[config.mk]
export PLATFORM = sky130hd
export DESIGN_NAME = stbus_frame_rx
export DESIGN_NICKNAME = d
export VERILOG_FILES = /design/src/rtl/stbus_frame_rx.sv
export SDC_FILE = /design/constraint.sdc
export NUM_CORES = 1
export LEC_CHECK = 0
export CELL_PAD_IN_SITES_DETAIL_PLACEMENT = 0
export CELL_PAD_IN_SITES_GLOBAL_PLACEMENT = 1
export CORE_UTILIZATION = 41
export CTS_CLUSTER_DIAMETER = 40
export DETAILED_ROUTE_END_ITERATION = 7
export PLACE_DENSITY_LB_ADDON = 0.08
export SETUP_SLACK_MARGIN = 0.3
export SLEW_MARGIN = 20
export SYNTH_ARGS = -nofsm -noshare
export SYNTH_HDL_FRONTEND = slang
export SYNTH_SLANG_ARGS = --single-unit
export TNS_END_PERCENT = 5
[constraint.sdc]
create_clock -name clk -period 1.8 [get_ports clk]
set_input_delay 0.54 -clock clk [delete_from_list [all_inputs] [get_ports clk]]
set_output_delay 0.54 -clock clk [all_outputs]
set_load 0.02 [all_outputs]
[src/rtl/stbus_frame_rx.sv]
// stbus_frame_rx: oversampling receiver for the f0/c4/din framed serial link.
// Optional frame counter (wr/wdata/frame_cnt) is built when STBUS_RX_FRAMECNT_EN is defined.
module stbus_frame_rx #(
   parameter int NBITS       = 32,
   parameter int SYNC_STAGES = 2,
   parameter bit MSB_FIRST   = 1'b1
) (
   input  logic             clk,
   input  logic             reset,
`ifdef STBUS_RX_FRAMECNT_EN
   input  logic             wr,
   input  logic [7:0]       wdata,
   output logic [7:0]       frame_cnt,
`endif
   input  logic             f0,
   input  logic             c4,
   input  logic             din,
   output logic [NBITS-1:0] rx_data,
   output logic             rx_valid,
   input  logic             rx_ready,
   output logic             rx_ovr,
   output logic             frame_err,
   output logic             busy
);

   localparam logic [1:0] S_IDLE  = 2'd0;
   localparam logic [1:0] S_ARMED = 2'd1;
   localparam logic [1:0] S_SHIFT = 2'd2;
   localparam logic [5:0] LAST    = 6'(NBITS - 1);

   logic [SYNC_STAGES-1:0] f0_sync;
   logic [SYNC_STAGES-1:0] c4_sync;
   logic [SYNC_STAGES-1:0] din_sync;
   logic                   f0_d;
   logic                   c4_d;
   logic                   f0_s;
   logic                   c4_s;
   logic                   din_s;
   logic                   f0_fall;
   logic                   c4_rise;
   logic                   c4_fall;

   logic [1:0]       state;
   logic [5:0]       cnt;
   logic             done;
   logic [NBITS-1:0] shreg;
   logic [NBITS-1:0] shift_nxt;
   logic             xfer;
   logic             accept;

   assign f0_s  = f0_sync[SYNC_STAGES-1];
   assign c4_s  = c4_sync[SYNC_STAGES-1];
   assign din_s = din_sync[SYNC_STAGES-1];

   assign f0_fall = f0_d & ~f0_s;
   assign c4_rise = ~c4_d & c4_s;
   assign c4_fall = c4_d & ~c4_s;

   assign shift_nxt = MSB_FIRST ? {shreg[NBITS-2:0], din_s}
                                : {din_s, shreg[NBITS-1:1]};

   // done marks a fully shifted word; an f0 edge in the same cycle wins
   assign xfer   = (state == S_SHIFT) & done & ~f0_fall;
   assign accept = rx_valid & rx_ready;
   assign busy   = (state != S_IDLE);

   // Synchronise the pins and keep a delayed copy for edge detection
   always_ff @(posedge clk) begin
      if (!reset) begin
         f0_sync  <= '1;
         c4_sync  <= '1;
         din_sync <= '1;
         f0_d     <= 1'b1;
         c4_d     <= 1'b1;
      end else begin
         f0_sync  <= {f0_sync[SYNC_STAGES-2:0], f0};
         c4_sync  <= {c4_sync[SYNC_STAGES-2:0], c4};
         din_sync <= {din_sync[SYNC_STAGES-2:0], din};
         f0_d     <= f0_s;
         c4_d     <= c4_s;
      end
   end

   // Frame FSM: arm on f0, shift on c4 rising edges, abort on a new f0
   always_ff @(posedge clk) begin
      if (!reset) begin
         state     <= S_IDLE;
         cnt       <= '0;
         done      <= 1'b0;
         shreg     <= '0;
         frame_err <= 1'b0;
      end else begin
         frame_err <= 1'b0;
         if (f0_fall) begin
            if (state != S_IDLE) frame_err <= 1'b1;
            state <= S_ARMED;
            cnt   <= '0;
            done  <= 1'b0;
            shreg <= '0;
         end else begin
            case (state)
               S_IDLE: begin
               end
               S_ARMED: begin
                  if (c4_fall) state <= S_SHIFT;
               end
               S_SHIFT: begin
                  if (done) begin
                     state <= S_IDLE;
                     cnt   <= '0;
                     done  <= 1'b0;
                  end else if (c4_rise) begin
                     shreg <= shift_nxt;
                     cnt   <= cnt + 6'd1;
                     if (cnt == LAST) done <= 1'b1;
                  end
               end
               default: state <= S_IDLE;
            endcase
         end
      end
   end

   // Output word register with valid/ready handshake and sticky overrun
   always_ff @(posedge clk) begin
      if (!reset) begin
         rx_data  <= '0;
         rx_valid <= 1'b0;
         rx_ovr   <= 1'b0;
      end else if (xfer) begin
         rx_data  <= shreg;
         rx_valid <= 1'b1;
         if (rx_valid && !rx_ready) rx_ovr <= 1'b1;
         else if (accept)           rx_ovr <= 1'b0;
      end else if (accept) begin
         rx_valid <= 1'b0;
         rx_ovr   <= 1'b0;
      end
   end

`ifdef STBUS_RX_FRAMECNT_EN
   // Completed-frame counter; a load beats a same-cycle increment
   always_ff @(posedge clk) begin
      if (!reset)    frame_cnt <= 8'h00;
      else if (wr)   frame_cnt <= wdata;
      else if (xfer) frame_cnt <= frame_cnt + 8'd1;
   end
`endif

endmodule
Word level (Yosys, flattened, before mapping)
Cells that the tools add are included.

storage, ports and cells
  output and inout bits = 36
  input port bits = 6
  logic and storage cells = 63
  register bits = 84

cells by class
  add/subtract/negate cells = 1
  muxes and demuxes = 15
  reduce and logical (&&, ||, !) cells = 12
  bitwise operators = 13
  equality and inequality tests = 8

operator list
  operator                                              count
  two-way mux 6 bit                                     2
  two-way mux 1 bit                                     10
  AND reduction 3 bit                                   3
  inverter 1 bit                                        7
  adder 6 x 1 -> 6 bit (second input constant)          1
  AND 1 bit                                             6
  equality test 6 x 5 -> 1 bit (second input constant)  1
  != test 2 bit (second input constant)                 3
  != test 3 bit (second input constant)                 2
  one-hot mux 2 bit (3 select lines)                    1
  nonzero test 2 bit                                    3
  two-way mux 2 bit                                     2
  AND reduction 2 bit                                   2
  equality test 2 x 1 -> 1 bit (second input constant)  1
  equality test 2 bit (second input constant)           1
  logical NOT 2 bit                                     1
  OR reduction 2 bit                                    1
  logical AND 1 bit                                     1
  logical NOT 1 bit                                     1

Depth between registers and ports, before layout
Gate-level depths: netlist of the first run.

  word-level depth = 5
  depth in mapped cells = 6
  depth with buffers taken out = 4

Worst setup path before layout of the first run
No wires, ideal clock.

  path kind = register -> register
  start point = register done
  end point = register cnt[5]
  stages on the path, launching flop included = 4
  required time = 1.726 ns
  path slack = 0.372 ns
  period minus slack after synthesis = 1.428 ns
  arrival = 1.353 ns
  setup time = 0.074 ns
  cell sequence = dfxtp_1 > or4b_1 > or4_1 > a31oi_1

on the way
  cells in the longest elaborated chain, start to end = 2

ends and longest elaborated chain
  item                                  RTL line  source
  start: declaration                    45        logic done;
  start signal: assignment              89        done <= 1'b0;
  start signal: assignment              98        done <= 1'b0;
  start signal: assignment              111       done <= 1'b0;
  nonzero test 2 bit (no source line)   --
  AND reduction 2 bit (no source line)  --
  end signal: assignment                114       cnt <= cnt + 6'd1;
  end: declaration                      44        logic [5:0] cnt;

Several ways; a longest one is shown, not always the timed one.
A chain may end at the register's enable or synchronous reset.

Final worst setup path of the first run
  start point = register state[1]
  end point = output busy

on the way
  cells in the longest elaborated chain, start to end = 1

ends and longest elaborated chain
  item                      RTL line  source
  start: declaration        43        logic [1:0] state;
  start signal: assignment  87        state <= S_IDLE;
  start signal: assignment  96        state <= S_ARMED;
  start signal: assignment  105       if (c4_fall) state <= S_SHIFT;
  nonzero test 2 bit        65        assign busy = (state != S_IDLE);
  end: declaration          23        output logic busy

No other way between the ends.

==> results of run 1 <==
[per-stage QoR]
stage / setup slack, ps / hold WS (ps) / instances / util / total power (W)
after global placement: 143 / 390 / 511 / 0.504 / 0.00203
after detailed placement: 147 / 393 / 511 / 0.504 / 0.00203
after CTS: 201 / 413 / 527 / 0.521 / 0.00329
after floorplan: 372 / 386 / 384 / - / 0.00198
final: 213 / 408 / 528 / 0.524 / 0.00324
after global routing: 169 / 423 / 528 / 0.524 / 0.00339
[area by class of cell]
cell class,instances,share of cell area
multi-input combinational,260,0.365
timing repair buffer,64,0.141
inverter,2,0.00277
clock inverter,6,0.0117
tap,102,0.0314
sequential,84,0.414
clock buffer,10,0.0338
[final timing paths]
| kind | from | end | slack, ps | cells past startpoint |
|---|---|---|---|---|
| hold reg to reg | din_sync[0]$_SDFF_PN1_ | din_sync[1]$_SDFF_PN1_ | 410 | 1 |
| setup / recovery | state[1]$_SDFFE_PP0P_ | busy | 210 | 2 |
| setup reg to reg | state[0]$_SDFFE_PN0P_ | cnt[5]$_SDFFE_PP0P_ | 250 | 4 |
| hold / removal | din_sync[0]$_SDFF_PN1_ | din_sync[1]$_SDFF_PN1_ | 410 | 1 |
[Yosys cell counts (2+ instances only)]
library cell,number
dfxtp_1,84
nand3_1,69
o21ai_0,65
a21oi_1,34
a21boi_0,31
clkbuf_1,31
nand2_1,12
nand2b_1,11
a31oi_1,6
buf_2,5
nand3b_1,3
nor2_1,3
nor2b_1,3
or4_1,3
buf_1,2
inv_1,2
o211ai_1,2
or2_2,2
or4b_1,2
[flip-flops by register name, summed over array words and instances (netlist names), named ones only]
signal     cells
f0_d           1
rx_data       32
c4_sync        2
din_sync       2
shreg         32
done           1
frame_err      1
c4_d           1
rx_valid       1
f0_sync        2
state          2
cnt            6
[cell families (layout without fill, tap and decap cells)]
kind of cell,count (synthesis),count (layout),share of synthesized area
flip-flops,84,84,0.509
AND/OR/NAND/NOR,116,116,0.191
adder cells (fa/ha/maj),1,1,0.00379
AO/OA/AOI/OAI,143,143,0.249
buffers and inverters,40,82,0.0474
[where the power goes]
part           leakage [nW]  internal, W  total (W)  switching, W
Combinational         0.692    0.0000513   0.000118     0.0000666
Sequential            0.680      0.00187    0.00187    0.00000490
Clock                0.0811     0.000546    0.00125      0.000708
[layer usage]
metal,vias up,GRT usage,routed length (µm)
li1,1455,-,-
met1,1367,0.262,3860
met2,66,0.318,3530
met3,7,0.0315,280
met4,0,0.0703,73
met5,-,0,0
[repair_timing]
action                     CTS  global route
pin swaps                    1             0
setup buffers                0             1
setup endpoints to repair   95            98
gates resized for setup     52             6
==> out/metrics.yaml, run 1 <==
outcome:
  status: "finished, final reports clean"
floorplan:
  num_rows: 32
  ios: 42
  die-area_mm2: 0.00842
  die_y_um: 91.7
  core_area_mm2: 0.00777
  start_util: 0.425
  die_x_um: 91.7
finish:
  mostFrequentLayoutCell: "dfxtp_1"
  drive_above_1_share: 0.122
  syn_to_final_growth_pct: 23.3
  seq_area_mm2: 0.00169
  multi_input_comb_area_mm2: 0.00149
  n_antenna_cell: 0
  fin_area_mm2: 0.00407
  fillers: 767
  most-common-layout-cells: "dfxtp_1, nand3_1, o21ai_0, a21oi_1, dlygate4sd2_1"
  nets: 428
yosys:
  synth_edf_count: 0
  yosysSeqAreaShare: 0.509
  netlist_instances: 384
  ys_seq_elements: 84
  syn_area_mm2: 0.00330
  synth_top_area_share: 0.509
  ys_types: 33
  synth_nets: 391
  netlist.top_cell.by_area: "dfxtp_1"
  ys_warn_count: 0
  synth.avg_cell_area_um2: 8.60
  synth-main-ff-cell: "dfxtp_1"
  yosys-top-cells-area: "dfxtp_1, nand3_1, o21ai_0"
  synth-async-reset-ratio: 0
route:
  drtAntennaViolNets: 0
  wl_per_cell_um: 14.7
  route.detailed.drc: 0
  wirelength_um: 7750
  viasPerCell: 5.48
  first_pass_iters: 5
  drt_iter0_markers: 138
  vias: 2895
worst_setup_path:
  crit_family: "flip-flops"
  path_buf_inv: 1
  required_ps: 1260
  setup.worst_path.start_class: "register"
  endpoint_kind: "output port"
  cp_slowest_stage_delay_ps: 330
  worstPathCellList: "or2_4 -> buf_6"
  critical_path_class: "register to output port"
  slowest_stage: "dfxtp_2"
  crit_fanout: 2
  cp.arrival_ps: 1050
grt:
  grt_usage: 0.195
  overflow: 0
  grt_pass1_wl_um: 13300
  antenna_found_initial: 0
  grt_max_degree: 41
  grt_pass1_vias: 2731
cts:
  htree_levels: 3
  path_clk_slew_ps: 90
  clkSinkCount: 84
  tritoncts: "yes"
  clockRootBuffer: "clkbuf_8"
  clk_path_buf_depth: 2
  cts_hold_buf: 0
  clock_latency_ps: 350
  cts_made_buffers: 9
power:
  p_per_area_mw_per_mm2: 796
  worst_ir_drop_vdd_mv: 0.389
  p_leak_nw: 1.45
job:
  drv_cap: 0
placed_design:
  hpwl_um: 4790
  io_buffers: 41
  gp_congestion: 0.767
  dpl-instance-area_mm2: 0.00391
sta:
  tns_ps: 0
  period_needed_ps: 1590
  relSlewSlack: 0.799
  setup_viol: 0
  slew_violations: 0
  final_hold_viol_count: 0
  clock_skew_ps: 12.7
  layout_worst_path_cycle_share: 0.882
  tightestPinTransition_ps: 298
  rsz0062_at_grt: "true"
  fmax_ghz: 0.630
min_path:
  hp-class: "register to register"
(Power assumes the default switching activity.)
==> run 2, diff against run 1 <==
--- a/config.mk
+++ b/config.mk
@@ -5,6 +5,7 @@
 export SDC_FILE = /design/constraint.sdc
 export NUM_CORES = 1
 export LEC_CHECK = 0
+export CAP_MARGIN = 15
 export CELL_PAD_IN_SITES_DETAIL_PLACEMENT = 0
 export CELL_PAD_IN_SITES_GLOBAL_PLACEMENT = 1
 export CORE_UTILIZATION = 41
@@ -12,7 +13,6 @@
 export DETAILED_ROUTE_END_ITERATION = 7
 export PLACE_DENSITY_LB_ADDON = 0.08
 export SETUP_SLACK_MARGIN = 0.3
-export SLEW_MARGIN = 20
 export SYNTH_ARGS = -nofsm -noshare
 export SYNTH_HDL_FRONTEND = slang
 export SYNTH_SLANG_ARGS = --single-unit
==> results of run 2 <==
Final layout, timing and power as in run 1 (identical DEF).
==> run 3, diff against run 2 <==
--- a/config.mk
+++ b/config.mk
@@ -5,10 +5,11 @@
 export SDC_FILE = /design/constraint.sdc
 export NUM_CORES = 1
 export LEC_CHECK = 0
+export ABC_AREA = 1
 export CAP_MARGIN = 15
 export CELL_PAD_IN_SITES_DETAIL_PLACEMENT = 0
 export CELL_PAD_IN_SITES_GLOBAL_PLACEMENT = 1
-export CORE_UTILIZATION = 41
+export CORE_UTILIZATION = 40
 export CTS_CLUSTER_DIAMETER = 40
 export DETAILED_ROUTE_END_ITERATION = 7
 export PLACE_DENSITY_LB_ADDON = 0.08
==> run 3 against run 2 <==
Global-route usage fell by 4.1 points. Critical path type unchanged. Synthesized cell count rose by 16%. Sequential cell count unchanged.
==> out/metrics.yaml, run 3 <==
sta:
  fmax_ghz: 0.650
  whs_ps: 419
  rsz0062_at_grt: "true"
  period_needed_ps: 1540
  layout_worst_path_cycle_share: 0.854
  final_hold_viol_count: 0
  clock_skew_ps: 12.6
  relSlewSlack: 0.796
  setup_viol: 0
  slew_violations: 0
  tightestPinTransition_ps: 305
  tns_ps: 0
floorplan:
  num_rows: 32
  die-area_mm2: 0.00864
  die_x_um: 92.9
  ios: 42
  die_y_um: 92.9
  start_util: 0.422
  core_area_mm2: 0.00785
worst_setup_path:
  cp.arrival_ps: 1000
  cp_slowest_stage_delay_ps: 330
  worstPathCellList: "dlygate4sd2_1"
  path_buf_inv: 1
  required_ps: 1260
  setup.worst_path.start_class: "register"
  critical_path_class: "register to output port"
  slowest_stage: "dfxtp_1"
  crit_family: "flip-flops"
  crit_fanout: 2
  endpoint_kind: "output port"
yosys:
  synth-main-ff-cell: "dfxtp_1"
  syn_area_mm2: 0.00331
  yosys-top-cells-area: "dfxtp_1, nor2_1, nand2_1"
  yosysMostFrequentCell: "nor2_1"
  yosysSeqAreaShare: 0.508
  ys_seq_elements: 84
  netlist.top_cell.by_area: "dfxtp_1"
  synth.avg_cell_area_um2: 7.42
  synth-async-reset-ratio: 0
  ys_types: 24
  netlist_instances: 446
  netlist_top_cells_count: "nor2_1, nand2_1, dfxtp_1"
  synth_edf_count: 0
  synth_top_area_share: 0.508
  synth_nets: 453
  ys_warn_count: 0
power:
  worst_ir_drop_vdd_mv: 0.387
  p_leak_nw: 1.58
  p_per_area_mw_per_mm2: 843
cts:
  htree_levels: 3
  tritoncts: "yes"
  cts_made_buffers: 9
  cts_hold_buf: 0
  clock_latency_ps: 350
  cts_setup_buffers: 0
  clkSinkCount: 84
  clk_path_buf_depth: 2
  path_clk_slew_ps: 90
  clockRootBuffer: "clkbuf_8"
job:
  drv_cap: 0
placed_design:
  io_buffers: 41
  hpwl_um: 3930
  gp_congestion: 0.784
  dp.cells: 579
route:
  drt_iter0_markers: 84
  route.detailed.drc: 0
  wl_per_cell_um: 9.98
  viasPerCell: 4.41
  wirelength_um: 5940
  drtAntennaViolNets: 0
  vias: 2625
  first_pass_iters: 4
finish:
  nets: 495
  mostFrequentLayoutCell: "nor2_1"
  most-common-layout-cells: "nor2_1, nand2_1, dfxtp_1, inv_1, o21ai_0"
  drive_above_1_share: 0.124
  n_antenna_cell: 0
  final_cells: 595
  syn_to_final_growth_pct: 21.5
  largestRegisters: "rx_data (32), shreg (32), cnt (6)"
grt:
  grt_max_degree: 38
  grt_pass1_vias: 2398
  antenna_found_initial: 0
  grt_pass1_wl_um: 10700
  grt_usage: 0.154
  overflow: 0
outcome:
  status: "finished, final reports clean"
min_path:
  hp-class: "register to register"
## run 3: changes by cell type after synthesis, moves of 26 or more
cell and change:
a21boi_0 -31, nor2_1 +131, nand3_1 -64, a21oi_1 -29, clkbuf_1 -26, nand2_1 +76
o21ai_0 -27, inv_1 +41
## run 3: repair_timing
action / 4_1_cts / 5_1_grt
endpoints found under the setup margin: 36 / 46
resized for setup: 69 / 7
gates cloned: 0 / 0
## run 3: cell families (layout without fill, tap and decap cells)
| family | Yosys count | in the layout | share of synthesized area |
|---|---|---|---|
| simple gates | 245 | 245 | 0.304 |
| fa+ha+maj | 1 | 1 | 0.00378 |
| compound gates | 48 | 48 | 0.0783 |
| flops | 84 | 84 | 0.508 |
| buf+inv | 68 | 115 | 0.106 |
## run 3: power by group
part | internal (W) | switching (W)
logic | 0.0000593 | 0.0000726
clock network | 0.000720 | 0.000668
registers | 0.00187 | 0.00000364
## run 3: cell type report
| cell class | instances | area (µm²) |
|---|---|---|
| clock inverters | 5 | 60.1 |
| repair buffers | 52 | 542 |
| inverters | 47 | 179 |
| multi-input cells | 294 | 1280 |
| well taps | 102 | 128 |
| flip-flops and latches | 84 | 1680 |
| fillers | 814 | 3830 |
| clock buffers | 11 | 151 |
## run 3: path summary, 6_finish.rpt
check / startpoint / to / slack (ps) / cells after the start
max reg2reg: state[0]$_SDFFE_PN0P_ / rx_data[0]$_SDFFE_PN0P_ / 370 / 6
min: f0_sync[0]$_SDFF_PN1_ / f0_sync[1]$_SDFF_PN1_ / 420 / 1
min reg2reg: f0_sync[0]$_SDFF_PN1_ / f0_sync[1]$_SDFF_PN1_ / 420 / 1
max: rx_data[3]$_SDFFE_PN0P_ / rx_data[3] / 260 / 1
## run 3: per-layer routing
layer	part of all wire	vias up	GRT usage
li1	-	1431	-
met1	0.50	1144	0.187
met2	0.45	37	0.263
met3	0.030	13	0.0304
met4	0.018	0	0.0692
met5	0	-	0
## run 3: per-stage QoR
stage / area (µm²) / worst slack, ps / util / power [W]
after floorplan: 3310 / 484 / - / 0.00200
after global placement: 3830 / 89.9 / 0.488 / 0.00205
after detailed placement: 3830 / 57.2 / 0.488 / 0.00205
after CTS: 4020 / 239 / 0.513 / 0.00344
after global routing: 4020 / 219 / 0.512 / 0.00353
final: 4020 / 263 / 0.512 / 0.00339
